**src/rtl/rc4_pkg.sv**
```systemverilog
// Shared types and helpers for the RC4 key-scheduling engine.
package rc4_pkg;

  // Engine states; busy is high in all of them except S_IDLE and S_DONE.
  typedef enum logic [3:0] {
    S_IDLE,
    S_INIT_WR,
    S_RD_I,
    S_WT_I,
    S_CALC_J,
    S_RD_J,
    S_WT_J,
    S_CAP_J,
    S_WR_I,
    S_WR_J,
    S_DONE
  } ksa_state_t;

  // Widest key the byte selector can handle; keys are zero-extended to this width.
  localparam int KEY_MAX_BYTES = 32;

  // Number of S-box entries for a given word/address width.
  function automatic int KSA_DEPTH(input int data_w);
    return 1 << data_w;
  endfunction

  // Byte idx of an nbytes-long key held in the low bits of key; byte 0 is the MSB byte.
  function automatic logic [7:0] key_byte(input logic [KEY_MAX_BYTES*8-1:0] key,
                                          input int nbytes, input int idx);
    return key[(nbytes-1-idx)*8 +: 8];
  endfunction

endpackage

```
**src/rtl/rc4_key_sel.sv**
```systemverilog
// Key register and cyclic byte index; presents key byte [i mod KEY_BYTES]
// without a divider by wrapping the index counter explicitly.
module rc4_key_sel
  import rc4_pkg::*;
#(
  parameter int KEY_BYTES = 3
) (
  input  logic                   clk,
  input  logic                   rst,
  input  logic [KEY_BYTES*8-1:0] key,
  input  logic                   load,
  input  logic                   advance,
  input  logic                   clear,
  output logic [7:0]             cur_byte
);

  localparam int KIDX_W = (KEY_BYTES > 1) ? $clog2(KEY_BYTES) : 1;
  localparam logic [KIDX_W-1:0] KIDX_LAST = KIDX_W'(KEY_BYTES - 1);

  logic [KEY_BYTES*8-1:0]     key_q;
  logic [KIDX_W-1:0]          kidx;
  logic [KEY_MAX_BYTES*8-1:0] key_ext;

  // Key is captured once per accepted start so later bus changes are ignored.
  always_ff @(posedge clk or posedge rst) begin
    if (rst)
      key_q <= '0;
    else if (load)
      key_q <= key;
  end

  // Byte index restarts on load/abort and wraps after the last key byte.
  always_ff @(posedge clk or posedge rst) begin
    if (rst)
      kidx <= '0;
    else if (clear || load)
      kidx <= '0;
    else if (advance)
      kidx <= (kidx == KIDX_LAST) ? '0 : kidx + 1'b1;
  end

  assign key_ext  = (KEY_MAX_BYTES*8)'(key_q);
  assign cur_byte = key_byte(key_ext, KEY_BYTES, int'(kidx));

endmodule

```
**src/rtl/rc4_ksa_engine.sv**
```systemverilog
// RC4 key-scheduling engine driving a single-port S RAM with RAM_RD_LAT read
// latency: optional identity fill, then the j/swap shuffle over all entries.
module rc4_ksa_engine
  import rc4_pkg::*;
#(
  parameter int KEY_BYTES  = 3,
  parameter int DATA_W     = 8,
  parameter int RAM_RD_LAT = 1,
  parameter int DO_INIT    = 1
) (
  input  logic                   clk,
  input  logic                   rst,
  input  logic [KEY_BYTES*8-1:0] key,
  input  logic                   start,
  input  logic                   abort,
  input  logic                   done_ack,
  input  logic [DATA_W-1:0]      ram_q,
  output logic [DATA_W-1:0]      ram_addr,
  output logic [DATA_W-1:0]      ram_wdata,
  output logic                   ram_wren,
  output logic                   busy,
  output logic                   done
);

  localparam int WCNT_W = (RAM_RD_LAT > 2) ? $clog2(RAM_RD_LAT) : 1;
  localparam logic [WCNT_W-1:0] WCNT_LAST = WCNT_W'(RAM_RD_LAT - 2);

  ksa_state_t          state, next_state;
  logic [DATA_W-1:0]   i, j, i_data, j_data;
  logic [WCNT_W-1:0]   wcnt;
  logic [7:0]          cur_byte;
  logic [DATA_W-1:0]   kb_ext;
  logic                i_last;
  logic                key_load, key_advance;

  assign i_last      = &i;
  assign kb_ext      = DATA_W'(cur_byte);
  assign key_load    = (state == S_IDLE) && start && !abort;
  assign key_advance = (state == S_CALC_J) && !abort;

  rc4_key_sel #(
    .KEY_BYTES (KEY_BYTES)
  ) u_key_sel (
    .clk      (clk),
    .rst      (rst),
    .key      (key),
    .load     (key_load),
    .advance  (key_advance),
    .clear    (abort),
    .cur_byte (cur_byte)
  );

  // State register.
  always_ff @(posedge clk or posedge rst) begin
    if (rst)
      state <= S_IDLE;
    else
      state <= next_state;
  end

  // Next-state and RAM/status decode; abort overrides both and blocks any write.
  always_comb begin
    next_state = state;
    ram_addr   = '0;
    ram_wdata  = '0;
    ram_wren   = 1'b0;
    busy       = 1'b0;
    done       = 1'b0;
    case (state)
      S_IDLE: begin
        if (start)
          next_state = (DO_INIT != 0) ? S_INIT_WR : S_RD_I;
      end
      S_INIT_WR: begin
        busy      = 1'b1;
        ram_addr  = i;
        ram_wdata = i;
        ram_wren  = 1'b1;
        if (i_last)
          next_state = S_RD_I;
      end
      S_RD_I: begin
        busy       = 1'b1;
        ram_addr   = i;
        next_state = (RAM_RD_LAT == 1) ? S_CALC_J : S_WT_I;
      end
      S_WT_I: begin
        busy     = 1'b1;
        ram_addr = i;
        if (wcnt == WCNT_LAST)
          next_state = S_CALC_J;
      end
      S_CALC_J: begin
        busy       = 1'b1;
        ram_addr   = i;
        next_state = S_RD_J;
      end
      S_RD_J: begin
        busy       = 1'b1;
        ram_addr   = j;
        next_state = (RAM_RD_LAT == 1) ? S_CAP_J : S_WT_J;
      end
      S_WT_J: begin
        busy     = 1'b1;
        ram_addr = j;
        if (wcnt == WCNT_LAST)
          next_state = S_CAP_J;
      end
      S_CAP_J: begin
        busy       = 1'b1;
        ram_addr   = j;
        next_state = S_WR_I;
      end
      S_WR_I: begin
        busy       = 1'b1;
        ram_addr   = i;
        ram_wdata  = j_data;
        ram_wren   = 1'b1;
        next_state = S_WR_J;
      end
      S_WR_J: begin
        busy       = 1'b1;
        ram_addr   = j;
        ram_wdata  = i_data;
        ram_wren   = 1'b1;
        next_state = i_last ? S_DONE : S_RD_I;
      end
      S_DONE: begin
        done = 1'b1;
        if (done_ack)
          next_state = S_IDLE;
      end
      default: next_state = S_IDLE;
    endcase
    if (abort) begin
      next_state = S_IDLE;
      ram_wren   = 1'b0;
    end
  end

  // Index, accumulator, swap operands and read-wait counter.
  always_ff @(posedge clk or posedge rst) begin
    if (rst) begin
      i      <= '0;
      j      <= '0;
      i_data <= '0;
      j_data <= '0;
      wcnt   <= '0;
    end else if (abort) begin
      i    <= '0;
      j    <= '0;
      wcnt <= '0;
    end else begin
      case (state)
        S_IDLE: begin
          if (start) begin
            i <= '0;
            j <= '0;
          end
        end
        S_INIT_WR: i <= i + 1'b1;
        S_RD_I, S_RD_J: wcnt <= '0;
        S_WT_I, S_WT_J: wcnt <= wcnt + 1'b1;
        S_CALC_J: begin
          i_data <= ram_q;
          j      <= j + ram_q + kb_ext;
        end
        S_CAP_J: j_data <= ram_q;
        S_WR_J: begin
          if (!i_last)
            i <= i + 1'b1;
        end
        default: ;
      endcase
    end
  end

endmodule

```
**config.mk**
```make
export PLATFORM = sky130hd
export DESIGN_NAME = rc4_ksa_engine
export DESIGN_NICKNAME = d
export VERILOG_FILES = /design/src/rtl/rc4_pkg.sv /design/src/rtl/rc4_key_sel.sv /design/src/rtl/rc4_ksa_engine.sv
export SDC_FILE = /design/constraint.sdc
export NUM_CORES = 1
export LEC_CHECK = 0
export BUFFER_PORTS_ARGS = -buffer_cell sky130_fd_sc_hd__buf_2
export CAP_MARGIN = 20
export CORE_MARGIN = 2
export CORE_UTILIZATION = 46
export CTS_CLUSTER_DIAMETER = 120
export CTS_CLUSTER_SIZE = 25
export DETAILED_ROUTE_END_ITERATION = 12
export PLACE_DENSITY = 0.67
export SYNTH_ARGS = -nofsm -noshare
export SYNTH_HDL_FRONTEND = slang
export SYNTH_SLANG_ARGS = --single-unit
```
**constraint.sdc**
```tcl
create_clock -name clk -period 4 [get_ports clk]
set_clock_uncertainty 0.15 [all_clocks]
set_input_delay 0.2 -clock clk [delete_from_list [all_inputs] [get_ports clk]]
set_output_delay 0.2 -clock clk [all_outputs]
set_load 0.02 [all_outputs]
```
## Word level (Yosys, flattened, before mapping)

Cells that the tools add are included.

- Register bits after elaboration: 63
- Bits in latches: 0
- Bits in writable memories: 0
- Bits in read-only memories: 0
- Input bits: 37
- Output and inout port bits: 19
- Logic and storage cells: 80
- Memories: 0

- $add $sub $neg: 6
- Multipliers: 0
- Divide/modulo/power cells: 0
- $lt $le $gt $ge: 0
- Equal/unequal tests: 17
- Shifts and indexed selects: 1
- Mux-type cells: 25
- Bitwise operators: 1
- Reductions and logical operators: 22

Operators with widths:

| kind | number |
|---|---|
| $shiftx A256 B32 Y8 | 1 |
| $pmux W8 S3 | 2 |
| $pmux W4 S11 | 1 |
| $mux W8 | 4 |
| $pmux W8 S2 | 2 |
| $mux W4 | 7 |
| $ne A3 B3 Y1 const B | 6 |
| $add A8 B8 Y8 | 2 |
| $eq A4 B3 Y1 const B | 4 |
| $eq A4 B4 Y1 const B | 3 |
| $reduce_or A9 Y1 | 1 |
| $add A8 B1 Y8 const B | 1 |
| $eq A4 B2 Y1 const B | 2 |
| $reduce_and A8 Y1 | 1 |
| $mux W2 | 3 |
| $reduce_and A2 Y1 | 3 |
| $reduce_bool A3 Y1 | 2 |
| $mux W1 | 5 |
| $reduce_and A5 Y1 | 1 |
| $reduce_or A5 Y1 | 1 |
| $eq A4 B1 Y1 const B | 1 |
| $logic_not A4 Y1 | 1 |
| $reduce_bool A4 Y1 | 1 |
| $reduce_or A2 Y1 | 2 |
| 13 further kinds | 15 |

## Longest topological paths before layout

- Depth after elaboration: 5
- Gate-level depth with buffers: 17
- Depth with buffers taken out: 16

## Cells and area by module

From an unflattened synthesis, not the netlist that was laid out.

- Cells, all modules: 390
- Area, all modules: 3,952.5 um^2

By module, submodules not included:

| module | times used | cells each | area each (um^2) | sequential area each (um^2) |
|---|---|---|---|---|
| rc4_ksa_engine | 1 | 295 | 2,728.9 | 925.9 |
| rc4_key_sel | 1 | 95 | 1,223.7 | 650.6 |

## Least setup slack after synthesis

Ideal clock, no wire load.

- Kind: flip-flop to flip-flop
- Start: reg u_key_sel.kidx[0]
- End: reg j[7]
- Library setup time: 0.129 ns
- Data arrival time: 3.247 ns
- Required time: 3.721 ns
- Path slack: 0.473 ns
- Cell stages (with the launch flop): 17
- Path buffers: 2
- Clock period less this slack: 3.527 ns
- Path through: dfrtp_1 > inv_1 > ha_1 > buf_2 > buf_1 > mux2i_1 > nor2_1 > a31oi_1 > nor2_1 > fa_1 > ha_1 > o21a_1 > o31ai_1 > a21oi_1 > xnor2_1 > o211ai_1 > o31ai_1

- Word-level cells in the longest chain between the ends: 5

RTL lines:

| what | line | source |
|---|---|---|
| start, declared | rc4_key_sel.sv:21 | `logic [KIDX_W-1:0] kidx;` |
| start signal, assigned | rc4_key_sel.sv:39 | `kidx <= (kidx == KIDX_LAST) ? '0 : kidx + 1'b1;` |
| $sub A2 B2 Y3 | rc4_pkg.sv:30 | `return key[(nbytes-1-idx)*8 +: 8];` |
| $shiftx A256 B32 Y8 | rc4_pkg.sv:30 |  |
| $add A8 B8 Y8 | rc4_ksa_engine.sv:166 | `j <= j + ram_q + kb_ext;` |
| $pmux W8 S2 | rc4_ksa_engine.sv:154 | `case (state)` |
| $mux W8 | rc4_ksa_engine.sv:149 | `end else if (abort) begin` |
| end signal, assigned | rc4_ksa_engine.sv:166 |  |
| end, declared | rc4_ksa_engine.sv:29 | `logic [DATA_W-1:0] i, j, i_data, j_data;` |

No other way between the ends.
A chain may end at the register's enable or synchronous reset.

## Worst setup path in the final report

- Start: reg u_key_sel.kidx[1]
- End: reg j[7]

The elaborated chain is that of the path after synthesis.

==> impl_metrics.py <==
metrics = {
    "worst_setup_path": {
        "crit_type": "register to register",
        "reg2reg_from": "u_key_sel.kidx[1]",
        "ff2ff_setup_slack_ns": 0.38,
        "worstPathRequired_ns": 4.06,
        "crit_path_end_kind": "register",
        "arrival_ns": 3.68,
        "reg2reg_depth": 15,
        "crit_fanout": 11,
        "start_kind": "register",
        "r2r_end": "j[7]",
    },
    "run": {
        "max-cap-violations": 0,
    },
    "clock_tree": {
        "clock_latency_ns": 0.34,
        "clkTransAtPathRegs_ns": 0.07,
        "cts_buffer_depth": 2,
        "cts_hold_buf": 33,
        "tritoncts": "built",
        "cts_sinks": 63,
        "cts_resized": 0,
        "cts_setup_buffers": 0,
        "root_buffer": "clkbuf_8",
        "htree_levels": 3,
        "numCtsBuffers": 9,
    },
    "die": {
        "core_um2": 7727,
        "rows": 32,
        "dieArea_um2": 8688,
        "ios": 56,
        "start_util_pct": 47.38,
        "dieHeight_um": 93.21,
        "die_w_um": 93.21,
    },
    "finish": {
        "nets": 507,
        "antenna_cells": 0,
        "drive_gt1_share_pct": 26.04,
        "register_area_um2": 1577,
        "fill_cells": 693,
        "stdcell_count": 559,
        "multi_input_area_um2": 1937,
        "area_growth_pct": 24.09,
    },
    "place": {
        "dpl.cell_count": 510,
        "gp_congestion": 0.8593,
        "port_buffers": 55,
        "dp_hpwl_um": 6129,
    },
    "logic_synthesis": {
        "yosysWarnings": 0,
        "synth_edf_count": 0,
        "synth_area_leader_cell": "dfrtp_1",
        "synth_xor_xnor_area_share_pct": 2.153,
        "yosysTopAreaCellShare_pct": 43.06,
        "synth-simple-area-share_pct": 13.67,
        "synth_area_leaders": "dfrtp_1 43%, mux2_2 10%, nand2_1 4.8%, mux2i_1 4.6%, fa_1 4.4%",
        "synthFlopType": "dfrtp_1",
        "synthCells": 367,
        "yosysMostFrequentCell": "dfrtp_1",
        "synth_area_um2": 3661,
        "synth_seq_area_share_pct": 43.06,
        "synth_fa_ha_area_share_pct": 7.792,
        "synth-compound-area-share_pct": 14.49,
        "synth_top_family_by_area": "multiplexers",
        "netlist-cell-type-count": 48,
        "async_flop_share_pct": 100.0,
        "synth_seq_cells": 63,
        "avgSynthCellArea_um2": 9.976,
        "synth_common_cells": "63 x dfrtp_1, 47 x nand2_1, 33 x mux2_2, 30 x nor2_1, 21 x a21oi_1",
        "syn_nets": 422,
        "synth_mux_area_share_pct": 14.80,
    },
    "route": {
        "vias": 2978,
        "dr.first_iter.drc_count": 138,
        "antenna_left": 0,
        "via_per_inst": 5.327,
        "wl_um": 8696,
        "wire_per_inst_um": 15.56,
        "drt_pass1_iterations": 4,
        "drc": 0,
    },
    "sta": {
        "post-route-period-util_pct": 90.54,
        "worst_slew_pin_slew_ns": 0.7564,
        "setup_viol": 0,
        "final-hold-violation-count": 0,
        "fmax_ghz": 0.2761,
        "maxSlewViolCount": 0,
        "tns_ns": 0,
        "fin_crit_ns": 3.621,
        "grt_setup_unrepaired": "no",
        "maxSlewHeadroom_pct": 49.30,
        "hold_slack_ns": 0.07554,
    },
    "outcome": {
        "status": "complete, no violations",
    },
    "grt": {
        "grt.total_usage_pct": 21.51,
        "grt_first_pass_wirelength_um": 14450,
        "antenna_found_initial": 0,
        "grt_max_degree": 36,
        "grt_pass1_vias": 2915,
        "overflow": 0,
    },
    "power": {
        "power.density_nw_per_um2": 608.3,
        "ir_drop_mv": 0.3574,
        "total_leakage_power_nw": 2.051,
    },
    "hold_path": {
        "hold_end": "wcnt",
        "hp-start": "abort",
        "hp-class": "input pin to register",
        "min_path_cells": 2,
    },
}
[area by class of cell]
type	instances	share of cell area [%]
Clock buffer	10	3.029
Clock inverter	6	1.515
Inverter	14	1.157
Multi-Input combinational cell	271	42.63
Sequential cell	63	34.70
Tap cell	102	2.809
Timing Repair Buffer	93	14.16
[worst max path at each step]
stage	startpoint	end	slack, ns	cells past startpoint
2_1_floorplan	u_key_sel.kidx[0]	j[7]	0.47	16
3_3_place_gp	u_key_sel.kidx[0]	j[7]	0.52	15
3_5_place_dp	u_key_sel.kidx[1]	j[7]	0.36	15
4_1_cts	u_key_sel.kidx[0]	j[7]	0.34	15
5_1_grt	u_key_sel.kidx[0]	j[7]	0.12	15
6_report	u_key_sel.kidx[1]	j[7]	0.38	15
[per-layer routing]
metal	vias to the layer above	share of wire [%]	GRT usage (%)
met4	0	0.89	4.902
li1	1466	-	-
met2	101	48	35.33
met5	-	0	0
met1	1403	45	28.73
met3	8	5.8	5.641
[state kept, by name, indices dropped and copies added, names as in the netlist]
name             count
i                    8
wcnt                 1
j                    8
j_data               8
i_data               8
u_key_sel.kidx       2
state                4
u_key_sel.key_q     24
[cell usage in the layout, fill, tap and decap left out, types with 2 or more instances in the layout]
master	count
dfrtp_1	63
buf_2	55
nand2_1	47
mux2_2	33
dlygate4sd3_1	33
nor2_1	30
a21oi_1	21
o21ai_0	19
mux2i_1	17
inv_1	13
a22o_1	10
ha_1	10
clkbuf_8	10
a31oi_1	9
nor3_1	8
fa_1	8
xnor2_1	6
nand3_1	5
buf_4	5
clkinvlp_4	4
and3_1	3
xor2_1	3
or3_1	3
o21a_1	3
o211ai_1	3
nor3_2	2
nand4_1	2
nor2b_1	2
o21ai_1	2
o31ai_1	2
and2_1	2
or2_2	2
o21bai_1	2
o32ai_1	2
[power breakdown]
part | internal (mW) | switching (mW) | leakage [nW] | total [mW]
clock | 0.306 | 0.269 | 0.0912 | 0.575
sequential | 0.849 | 0.176 | 0.813 | 1.02
combinational | 0.545 | 0.619 | 1.15 | 1.16
[kinds of logic after synthesis]
kind of cell	after synthesis
compound gates	83
fa+ha+maj	18
simple gates	111
flops	63
buf+inv	33
mux	50
xor+xnor	9
[stage by stage]
stage	instance area (um^2)	setup WS, ns	power, mW	util, %
after floorplan	3661	0.4734	1.909	-
after global placement	4006	0.5163	2.128	51.85
after detailed placement	4006	0.3630	2.174	51.85
after CTS	4543	0.3363	2.780	58.79
after global routing	4543	0.1172	2.987	58.79
final	4543	0.3785	2.764	58.79
[critical path: stages (launching register included)]
cell and delay, ns:
dfrtp_1 0.36, inv_1 0.08, ha_1 0.43, buf_4 0.23, mux2i_1 0.19, nor2_1 0.05
a31oi_1 0.13, nor2_1 0.07, fa_1 0.45, ha_1 0.34, nor2b_1 0.15, o31ai_1 0.29
a21oi_1 0.13, xnor2_1 0.16, o211ai_1 0.17, o31ai_1 0.10
Power figures use the tool's default switching activity.
